<file path="config.mk">
export PLATFORM = sky130hd
export DESIGN_NAME = fetch_stage_flat
export DESIGN_NICKNAME = d
export VERILOG_FILES = /design/src/rtl/fetch_stage_pkg.sv /design/src/rtl/fetch_stage_if.sv /design/src/rtl/fetch_split.sv /design/src/rtl/fetch_stage.sv /design/src/flat_wrapper.sv
export SDC_FILE = /design/constraint.sdc
export NUM_CORES = 1
export LEC_CHECK = 0
export CAP_MARGIN = 15
export CORE_UTILIZATION = 38
export DETAILED_ROUTE_END_ITERATION = 8
export GPL_TIMING_DRIVEN = 0
export PLACE_DENSITY = 0.79
export SYNTH_ARGS = -nofsm -noshare
export SYNTH_HDL_FRONTEND = slang
export SYNTH_SLANG_ARGS = --single-unit
</file>
<file path="constraint.sdc">
create_clock -name clk -period 4.7 [get_ports clk]
set_input_delay 0.47 -clock clk [delete_from_list [all_inputs] [get_ports clk]]
set_output_delay 0.47 -clock clk [all_outputs]
set_load 0.03 [all_outputs]
</file>
<file path="src/rtl/fetch_stage_pkg.sv">
// rtl/fetch_stage_pkg.sv - shared icodes, register IDs, stat codes and widths for the fetch stage
package fetch_stage_pkg;

    localparam int BYTE = 8;
    localparam int WORD = 32;

    localparam logic [3:0] I_HALT   = 4'h0;
    localparam logic [3:0] I_NOP    = 4'h1;
    localparam logic [3:0] I_RRMOVL = 4'h2;
    localparam logic [3:0] I_IRMOVL = 4'h3;
    localparam logic [3:0] I_RMMOVL = 4'h4;
    localparam logic [3:0] I_MRMOVL = 4'h5;
    localparam logic [3:0] I_OPL    = 4'h6;
    localparam logic [3:0] I_JXX    = 4'h7;
    localparam logic [3:0] I_CALL   = 4'h8;
    localparam logic [3:0] I_RET    = 4'h9;
    localparam logic [3:0] I_PUSHL  = 4'hA;
    localparam logic [3:0] I_POPL   = 4'hB;

    localparam logic [BYTE-1:0] RNONE = 8'h0F;
    localparam logic [BYTE-1:0] RESP  = 8'h04;

    typedef enum logic [BYTE-1:0] {
        STAT_AOK = 8'h01,
        STAT_HLT = 8'h02,
        STAT_INS = 8'h04
    } stat_e;

    function automatic logic need_regids(input logic [3:0] icode);
        return icode inside {I_RRMOVL, I_IRMOVL, I_RMMOVL, I_MRMOVL, I_OPL, I_PUSHL, I_POPL};
    endfunction

    function automatic logic need_valc(input logic [3:0] icode);
        return icode inside {I_IRMOVL, I_RMMOVL, I_MRMOVL, I_JXX, I_CALL};
    endfunction

endpackage

</file>
<file path="src/rtl/fetch_stage_if.sv">
// rtl/fetch_stage_if.sv - instruction memory port between fetch and imem
interface fetch_stage_if;
    import fetch_stage_pkg::*;

    logic [WORD-1:0]   imem_addr_o;
    logic [6*BYTE-1:0] imem_data_i;
    logic              imem_ready_i;

    modport master (output imem_addr_o, input imem_data_i, input imem_ready_i);
    modport slave  (input imem_addr_o, output imem_data_i, output imem_ready_i);
endinterface

</file>
<file path="src/rtl/fetch_split.sv">
// rtl/fetch_split.sv - pulls icode/ifun/rA/rB/valC out of six raw instruction bytes
module fetch_split
    import fetch_stage_pkg::*;
(
    input  logic [6*BYTE-1:0] data_i,
    output logic [BYTE-1:0]   icode_o,
    output logic [BYTE-1:0]   ifun_o,
    output logic [BYTE-1:0]   ra_o,
    output logic [BYTE-1:0]   rb_o,
    output logic [WORD-1:0]   valc_o,
    output logic              need_regids_o,
    output logic              need_valc_o
);

    logic [3:0] icode4;

    always_comb begin
        icode4        = data_i[7:4];
        icode_o       = {4'h0, data_i[7:4]};
        ifun_o        = {4'h0, data_i[3:0]};
        need_regids_o = need_regids(icode4);
        need_valc_o   = need_valc(icode4);
        ra_o          = RNONE;
        rb_o          = RNONE;
        valc_o        = '0;
        if (need_regids_o) begin
            ra_o = {4'h0, data_i[15:12]};
            rb_o = {4'h0, data_i[11:8]};
        end
        // Constant sits after the register byte when there is one.
        if (need_valc_o) begin
            valc_o = need_regids_o ? data_i[47:16] : data_i[39:8];
        end
    end

endmodule

</file>
<file path="src/rtl/fetch_stage.sv">
// rtl/fetch_stage.sv - PC select, predicted PC and halt tracking around the byte splitter
module fetch_stage
    import fetch_stage_pkg::*;
(
    input  logic              clk,
    input  logic              rst,
    input  logic              F_stall_i,
    input  logic [BYTE-1:0]   M_icode_i,
    input  logic              M_Cnd_i,
    input  logic [WORD-1:0]   M_valA_i,
    input  logic [BYTE-1:0]   W_icode_i,
    input  logic [WORD-1:0]   W_valM_i,
    fetch_stage_if.master     imem,
    output logic [BYTE-1:0]   f_icode_o,
    output logic [BYTE-1:0]   f_ifun_o,
    output logic [BYTE-1:0]   f_rA_o,
    output logic [BYTE-1:0]   f_rB_o,
    output logic [BYTE-1:0]   f_dstE_o,
    output logic [BYTE-1:0]   f_dstM_o,
    output logic [BYTE-1:0]   f_stat_o,
    output logic [WORD-1:0]   f_valC_o,
    output logic [WORD-1:0]   f_valP_o
);

    logic [WORD-1:0] pred_pc_q, pred_pc_d;
    logic            halted_q, halted_d;

    logic [WORD-1:0] f_pc;
    logic            mispredict, ret_redirect, redirect, eff_halted, bubble;
    logic [BYTE-1:0] sp_icode, sp_ifun, sp_ra, sp_rb;
    logic [WORD-1:0] sp_valc, valp, pred_pc_next;
    logic            sp_need_regids, sp_need_valc;
    logic [BYTE-1:0] dst_e, dst_m;
    stat_e           stat;

    fetch_split u_split (
        .data_i        (imem.imem_data_i),
        .icode_o       (sp_icode),
        .ifun_o        (sp_ifun),
        .ra_o          (sp_ra),
        .rb_o          (sp_rb),
        .valc_o        (sp_valc),
        .need_regids_o (sp_need_regids),
        .need_valc_o   (sp_need_valc)
    );

    always_comb begin
        mispredict   = (M_icode_i == {4'h0, I_JXX}) && !M_Cnd_i;
        ret_redirect = (W_icode_i == {4'h0, I_RET});
        redirect     = mispredict || ret_redirect;
        f_pc         = mispredict ? M_valA_i : (ret_redirect ? W_valM_i : pred_pc_q);
        // A redirect overrides a pending halt in the very cycle it arrives.
        eff_halted   = halted_q && !redirect;
        bubble       = rst || eff_halted || (!F_stall_i && !imem.imem_ready_i);

        valp = f_pc + 32'd1 + (sp_need_regids ? 32'd1 : 32'd0) + (sp_need_valc ? 32'd4 : 32'd0);

        if (sp_icode == {4'h0, I_HALT})  stat = STAT_HLT;
        else if (sp_icode > {4'h0, I_POPL}) stat = STAT_INS;
        else                              stat = STAT_AOK;

        dst_e = RNONE;
        dst_m = RNONE;
        case (sp_icode[3:0])
            I_RRMOVL, I_IRMOVL, I_OPL:       dst_e = sp_rb;
            I_CALL, I_RET, I_PUSHL, I_POPL:  dst_e = RESP;
            default:                         dst_e = RNONE;
        endcase
        if (sp_icode[3:0] == I_MRMOVL || sp_icode[3:0] == I_POPL) dst_m = sp_ra;
        if (stat == STAT_INS) begin
            dst_e = RNONE;
            dst_m = RNONE;
        end

        pred_pc_next = (sp_icode[3:0] == I_JXX || sp_icode[3:0] == I_CALL) ? sp_valc : valp;

        if (bubble) begin
            f_icode_o = {4'h0, I_NOP};
            f_ifun_o  = '0;
            f_rA_o    = RNONE;
            f_rB_o    = RNONE;
            f_dstE_o  = RNONE;
            f_dstM_o  = RNONE;
            f_valC_o  = '0;
            f_valP_o  = rst ? '0 : f_pc;
            f_stat_o  = STAT_AOK;
        end else begin
            f_icode_o = sp_icode;
            f_ifun_o  = sp_ifun;
            f_rA_o    = sp_ra;
            f_rB_o    = sp_rb;
            f_dstE_o  = dst_e;
            f_dstM_o  = dst_m;
            f_valC_o  = sp_valc;
            f_valP_o  = valp;
            f_stat_o  = stat;
        end

        pred_pc_d = pred_pc_q;
        halted_d  = halted_q;
        if (rst) begin
            pred_pc_d = '0;
            halted_d  = 1'b0;
        end else if (F_stall_i || eff_halted) begin
            pred_pc_d = pred_pc_q;
            halted_d  = halted_q;
        end else if (!imem.imem_ready_i) begin
            // Latch f_pc so a redirect seen during a wait state is not lost.
            pred_pc_d = f_pc;
            halted_d  = 1'b0;
        end else begin
            pred_pc_d = pred_pc_next;
            halted_d  = (stat != STAT_AOK);
        end
    end

    assign imem.imem_addr_o = f_pc;

    always_ff @(posedge clk) begin
        if (rst) begin
            pred_pc_q <= '0;
            halted_q  <= 1'b0;
        end else begin
            pred_pc_q <= pred_pc_d;
            halted_q  <= halted_d;
        end
    end

endmodule

</file>
<file path="src/flat_wrapper.sv">
// flat-port wrapper written by rule: the top's interface ports become plain ports
module fetch_stage_flat import fetch_stage_pkg::*;
  (clk, rst, F_stall_i, M_icode_i, M_Cnd_i, M_valA_i, W_icode_i, W_valM_i, f_icode_o, f_ifun_o, f_rA_o, f_rB_o, f_dstE_o, f_dstM_o, f_stat_o, f_valC_o, f_valP_o, imem_imem_addr_o, imem_imem_data_i, imem_imem_ready_i);
  fetch_stage_if imem_i ();
  input  logic clk;
  input  logic rst;
  input  logic F_stall_i;
  input  logic [BYTE-1:0] M_icode_i;
  input  logic M_Cnd_i;
  input  logic [WORD-1:0] M_valA_i;
  input  logic [BYTE-1:0] W_icode_i;
  input  logic [WORD-1:0] W_valM_i;
  output logic [BYTE-1:0] f_icode_o;
  output logic [BYTE-1:0] f_ifun_o;
  output logic [BYTE-1:0] f_rA_o;
  output logic [BYTE-1:0] f_rB_o;
  output logic [BYTE-1:0] f_dstE_o;
  output logic [BYTE-1:0] f_dstM_o;
  output logic [BYTE-1:0] f_stat_o;
  output logic [WORD-1:0] f_valC_o;
  output logic [WORD-1:0] f_valP_o;
  output wire logic [$bits(imem_i.imem_addr_o)-1:0] imem_imem_addr_o;
  input wire logic [$bits(imem_i.imem_data_i)-1:0] imem_imem_data_i;
  input wire logic [$bits(imem_i.imem_ready_i)-1:0] imem_imem_ready_i;
  assign imem_imem_addr_o = imem_i.imem_addr_o;
  assign imem_i.imem_data_i = imem_imem_data_i;
  assign imem_i.imem_ready_i = imem_imem_ready_i;
  fetch_stage u_core (.clk(clk), .rst(rst), .F_stall_i(F_stall_i), .M_icode_i(M_icode_i), .M_Cnd_i(M_Cnd_i), .M_valA_i(M_valA_i), .W_icode_i(W_icode_i), .W_valM_i(W_valM_i), .imem(imem_i), .f_icode_o(f_icode_o), .f_ifun_o(f_ifun_o), .f_rA_o(f_rA_o), .f_rB_o(f_rB_o), .f_dstE_o(f_dstE_o), .f_dstM_o(f_dstM_o), .f_stat_o(f_stat_o), .f_valC_o(f_valC_o), .f_valP_o(f_valP_o));
endmodule
</file>
==> results_dict.tcl, run 1 <==
set metrics [dict create \
    max_stage_delay_ps 610 \
    synthCells 878 \
    path_delay_family "simple AND/OR/NAND/NOR gates" \
    finalWirelength_mm 29.6 \
    antenna_found_initial 0 \
    drtIter0Drc 1314 \
    gp_congestion 0.986 \
    cts.clk_slew.worst_paths_ps 60 \
    worstPathMaxFanout 7 \
    skew_ps 9.53 \
    finalHoldViolations 0 \
    dr_total_vias 8560 \
    grtUsageTotal_pct 37.1 \
    fin_area_mm2 0.00944 \
    maxSlewViolCount 0 \
    grt_pass1_wl_mm 43.1 \
    drc 0 \
    grt_max_degree 29 \
    synth-async-reset-ratio_pct 0 \
    post_route_cells_drive_above_1_share_pct 17.6 \
    place_area_mm2 0.00871 \
    hpwl_mm 22.7 \
    worstSkewPairLatency_ps 280 \
    setup_viol 1 \
    cap_violations 0 \
    finalCriticalPeriod_ps 4820 \
    synth_edf_count 0 \
    arrival_ps 4350 \
    cp_cell_sequence "buf_6, or4_4, or3_4, buf_12, buf_4, a31oi_4, inv_2, ha_4, o41ai_4, o21ai_4, or4b_4, nor4_4, and2_4, mux2_4, buf_6" \
    violations "setup timing" \
    p_leak_nw 3.68 \
    wl_per_cell_um 21.3 \
    port-buffer-count 253 \
    final_cell_mix "clkdlybuf4s50_1 (206), nand2_1 (125), buf_4 (83)" \
    synthFlopType "dfxtp_1" \
    cpMaxStageDelayCell "or4b_4" \
    synth_cell_type_count 75 \
    fin_ws_ps -123 \
    ir_drop_mv 0.150 \
    ys_seq_elements 33 \
    avgSynthCellArea_um2 6.41 \
    total_power_mw 1.39 \
    grt-ovfl-total 0 \
    cts_tree "built" \
    drtPass1Iterations 6 \
    area_growth_pct 67.7 \
    yosysSeqAreaShare_pct 11.7 \
    max_freq_mhz 207 \
    powerDensity_mw_per_mm2 147 \
    via_per_inst 6.18 \
    endpoint_kind "output pin" \
    core_mm2 0.0145 \
    synth_warnings 0 \
    io_pins 285 \
    status "finished, violations left" \
    crit_top_cell "buf_6" \
    ant_nets 0 \
    synth_area_mm2 0.00563 \
    cts_buffers 5 \
    cts.htree.levels 2 \
    grt_pass1_vias 7826 \
    holdWs_ps 470 \
    place_ws_ps -1990 \
    final_nets 1336 \
    die_height_um 124 \
    critPathBufInv 5 \
    hold_path_class "flop to flop" \
    max_slew_margin_pct 28.6 \
    root_buffer "clkbuf_16" \
    row_count 44 \
    fp.dieArea_mm2 0.0153 \
    worstPathRequired_ps 4230 \
    die_w_um 124 \
    cts_sinks 33 \
    final_common_cell "clkdlybuf4s50_1" \
    antenna_cells 0 \
    rsz0062_at_grt "yes" \
    cts_buffer_depth 2 \
    period_share_pct 103 \
    start_util_pct 38.9 \
    critPathKind "primary input to output pin" \
    critPathLaunchType "primary input" \
    tightest_slew_ps 1070 \
]
## path summary, 6_finish.rpt
check / start / end / slack [ps] / cells after the start
setup / recovery: M_icode_i[6] / f_valP_o[28] / -120 / 15
hold / removal: u_core.pred_pc_q[2] / u_core.pred_pc_q[2] / 470 / 2
setup reg to reg: u_core.pred_pc_q[0] / u_core.pred_pc_q[28] / 1440 / 13
hold reg to reg: u_core.pred_pc_q[2] / u_core.pred_pc_q[2] / 470 / 2
## cell families (layout without fill, tap and decap cells)
| family | Yosys count | in the layout | share of synthesized area [%] |
|---|---|---|---|
| buf+inv | 117 | 413 | 10.5 |
| other cells | 1 | 29 | 0.0666 |
| fa+ha+maj | 2 | 2 | 0.445 |
| flops | 33 | 33 | 11.7 |
| simple gates | 424 | 424 | 38.0 |
| mux | 28 | 28 | 5.02 |
| compound gates | 253 | 253 | 31.1 |
| xor+xnor | 20 | 20 | 3.11 |
## worst register-to-register path, stage by stage (launching register included)
cell     delay [ps]
dfxtp_1         350
o21ai_0         190
a31oi_4         320
inv_2            80
ha_4            210
o41ai_4         400
o21ai_4         160
or4b_4          620
nor4_4          260
buf_4           150
buf_4           100
buf_4           100
mux2i_1         170
nand2_1          60
## stage by stage
| step | TNS, ps | utilization (%) | cells |
|---|---|---|---|
| floorplan | -1010 | - | 906 |
| global placement | -59820 | 60.2 | 1343 |
| detailed placement | -60110 | 60.2 | 1343 |
| CTS | -1840 | 63.7 | 1372 |
| global route | -321 | 65.2 | 1386 |
| finish | -123 | 65.2 | 1386 |
## what timing repair did
item | 4_1_cts | 5_1_grt
buffers inserted | 29 | 17
hold buffers | 0 | 0
setup endpoints to repair | 69 | 39
resized for setup | 184 | 46
cloned | 0 | 0
pin swaps | 24 | 14
## cell usage after synthesis, drive strengths merged, types with 22 or more instances
master,n,area (um^2)
nor2,94,355
mux2i,26,260
clkbuf,62,233
nand4,22,144
a21oi,60,300
nor4,22,163
o21ai,55,279
a31oi,46,383
and2,25,156
nand3,39,195
buf,44,318
nand2,127,477
or3,22,138
dfxtp,33,661
nor3,22,125
## power breakdown
part / internal, mW / switching, mW
logic: 0.304 / 0.446
registers: 0.295 / 0.0162
clock network: 0.194 / 0.131
total: 0.793 / 0.593
## sequential cells by signal, summed over array words and instances, names as in the netlist
| register | cells |
|---|---|
| u_core.pred_pc_q | 32 |
| u_core.halted_q | 1 |
## per-layer routing
| layer | vias up | share of wire [%] | GRT usage, % |
|---|---|---|---|
| li1 | 3836 | - | - |
| met1 | 3888 | 37 | 47.2 |
| met2 | 722 | 45 | 60.8 |
| met5 | - | 0 | 0 |
| met4 | 0 | 4.1 | 15.7 |
| met3 | 114 | 13 | 7.10 |
## final cells by class
class	count	area [um^2]
Fill cell	1319	5040
Multi-Input combinational cell	756	4910
Timing Repair Buffer	299	2890
Sequential cell	33	661
Buffer	95	561
Tap cell	184	230
Clock buffer	5	125
Inverter	11	45.0
Clock inverter	3	17.5
(Power assumes the default switching activity.)
==> run 2: changes to the inputs <==
REMOVE_ABC_BUFFERS = 1   (was not set)
==> run 2 against run 1 <==
Net effect:
- the flow now finishes without violations
- setup slack better by 130 ps
- utilization is 2.7 points lower
- cell area is 4.1% lower
- wire length is 0.99% higher
- fmax is 2.7% higher
- via count is 1.7% lower
- clock skew is 1.5 ps higher
- cell count is 5.9% lower
- combinational power is 2% lower
- sequential power is 2% lower
- clock-buffer cell count is 1 higher
- critical endpoint unchanged
- largest cell class unchanged
- largest power group unchanged
- highest routed layer unchanged
==> results_dict.tcl, run 2 (synthesis gave the netlist of run 1 again) <==
set metrics [dict create \
    status "completed" \
    max_slew_margin_pct 30.1 \
    fin_cells 1304 \
    finalWirelength_mm 29.9 \
    antenna_found_initial 0 \
    setup.worst_path.end "f_valP_o[28]" \
    row_count 44 \
    antenna_cells 0 \
    cap_violations 0 \
    startpoint "W_icode_i[1]" \
    ctsHoldBuffers 0 \
    worstPathMaxFanout 13 \
    tightest_slew_ps 1050 \
    cts_sinks 33 \
    fillers 1330 \
    gp_congestion 0.902 \
    reg_top3 "u_core.pred_pc_q: 32 flops, u_core.halted_q: 1 flops" \
    post_route_cells_drive_above_1_share_pct 13.2 \
    powerDensity_mw_per_mm2 152 \
    start_util_pct 38.9 \
    worstPathRequired_ps 4230 \
    rsz0062_at_grt "yes" \
    maxSlewViolCount 0 \
    critPathLaunchType "primary input" \
    r2r-start "u_core.pred_pc_q[0]" \
    largest-register "u_core.pred_pc_q" \
    drtPass1Iterations 6 \
    final_common_cell "clkdlybuf4s50_1" \
    die_height_um 124 \
    arrival_ps 4230 \
    io_pins 285 \
    ant_nets 0 \
    fp.dieArea_mm2 0.0153 \
    critPathKind "primary input to output pin" \
    max_freq_mhz 213 \
    largest_reg_flops 32 \
    dr_total_vias 8415 \
    via_per_inst 6.45 \
    worstSkewPairLatency_ps 290 \
    cts.clk_slew.worst_paths_ps 70 \
    hold_path_class "flop to flop" \
    place_ws_ps -2360 \
    r2r-end "u_core.pred_pc_q[18]" \
    rr_worst_depth 10 \
    r2r_slack_ps 1740 \
    root_buffer "clkbuf_16" \
    cts_tree "built" \
    finalHoldViolations 0 \
    skew_ps 11.1 \
    endpoint_kind "output pin" \
    grt_pass1_wl_mm 42.5 \
    area_growth_pct 60.8 \
    setup_viol 0 \
    grt_pass1_vias 7474 \
    final_cell_mix "clkdlybuf4s50_1 (209), nand2_1 (125), nor2_1 (90)" \
    die_w_um 124 \
    drtIter0Drc 1114 \
    core_mm2 0.0145 \
    ir_drop_mv 0.119 \
    p_leak_nw 3.40 \
    port-buffer-count 255 \
    grt-ovfl-total 0 \
    hpwl_mm 19.4 \
    grt_max_degree 42 \
    finalCriticalPeriod_ps 4700 \
    final_nets 1254 \
    fin_ws_ps 2.58 \
    placed_cells 1248 \
    wl_per_cell_um 22.9 \
    cts_buffers 5 \
    cts_buffer_depth 2 \
    cts.htree.levels 2 \
    period_share_pct 99.9 \
    grtUsageTotal_pct 37.0 \
    drc 0 \
]
[run 2: worst min-delay path by stage]
stage | start | end | slack (ps) | cells after the start
after floorplan | u_core.pred_pc_q[2] | u_core.pred_pc_q[2] | 430 | 2
after detailed placement | u_core.pred_pc_q[1] | u_core.pred_pc_q[1] | 450 | 2
after global placement | u_core.pred_pc_q[1] | u_core.pred_pc_q[1] | 440 | 2
after CTS | u_core.pred_pc_q[1] | u_core.pred_pc_q[1] | 450 | 2
final | u_core.pred_pc_q[1] | u_core.pred_pc_q[1] | 460 | 2
after global routing | u_core.pred_pc_q[2] | u_core.pred_pc_q[2] | 470 | 2
[run 2: metrics by stage]
stage                     power, mW  utilization (%)  instance area, um^2  TNS (ps)  hold WS [ps]
after floorplan               0.645                -                 5180   -164930           426
after CTS                      1.34             61.2                 8870      -150           454
final                          1.37             62.5                 9050         0           459
after global routing           1.42             62.5                 9050      -166           472
after global placement        0.965             55.0                 7970   -752690           440
after detailed placement      0.981             56.5                 8190   -157220           446
[run 2: metal layers]
layer  vias up  routed length [um]  track usage [%]
met2       718               13600             59.8
met5         -                   0             2.78
li1       3701                   -                -
met1      3877               10900             45.2
met4         0                1270             16.4
met3       119                4050             10.5
[run 2: cell type report]
cell class	instances	area, um^2	area share [%]
multi-input cells	763	4930	54.4
repair buffers	305	3040	33.6
flip-flops and latches	33	661	7.30
well taps	184	230	2.54
clock buffers	6	129	1.42
inverters	11	51.3	0.567
clock inverters	2	10.0	0.111
[run 2: repair_timing]
| item | in CTS | in global routing |
|---|---|---|
| pin swaps | 19 | 13 |
| buffers inserted | 22 | 17 |
| resized for setup | 124 | 34 |
| cloned | 8 | 1 |
| setup endpoints to repair | 124 | 27 |
[run 2: critical path, stage by stage]
cell,delay (ps)
dlygate4sd2_1,310
nand4bb_4,440
nor2_4,230
clkbuf_16,190
nand2_1,100
a31oi_4,240
ha_4,210
inv_6,50
o41ai_4,370
o21ai_4,150
or4b_4,620
nor4_4,190
and2_1,190
mux2_4,310
buf_6,140
[run 2: power breakdown]
group / switching (mW) / internal, mW / leakage [nW]
Sequential: 0.0118 / 0.295 / 0.269
Combinational: 0.448 / 0.285 / 3.06
Clock: 0.141 / 0.195 / 0.0706
Total: 0.600 / 0.774 / 3.40
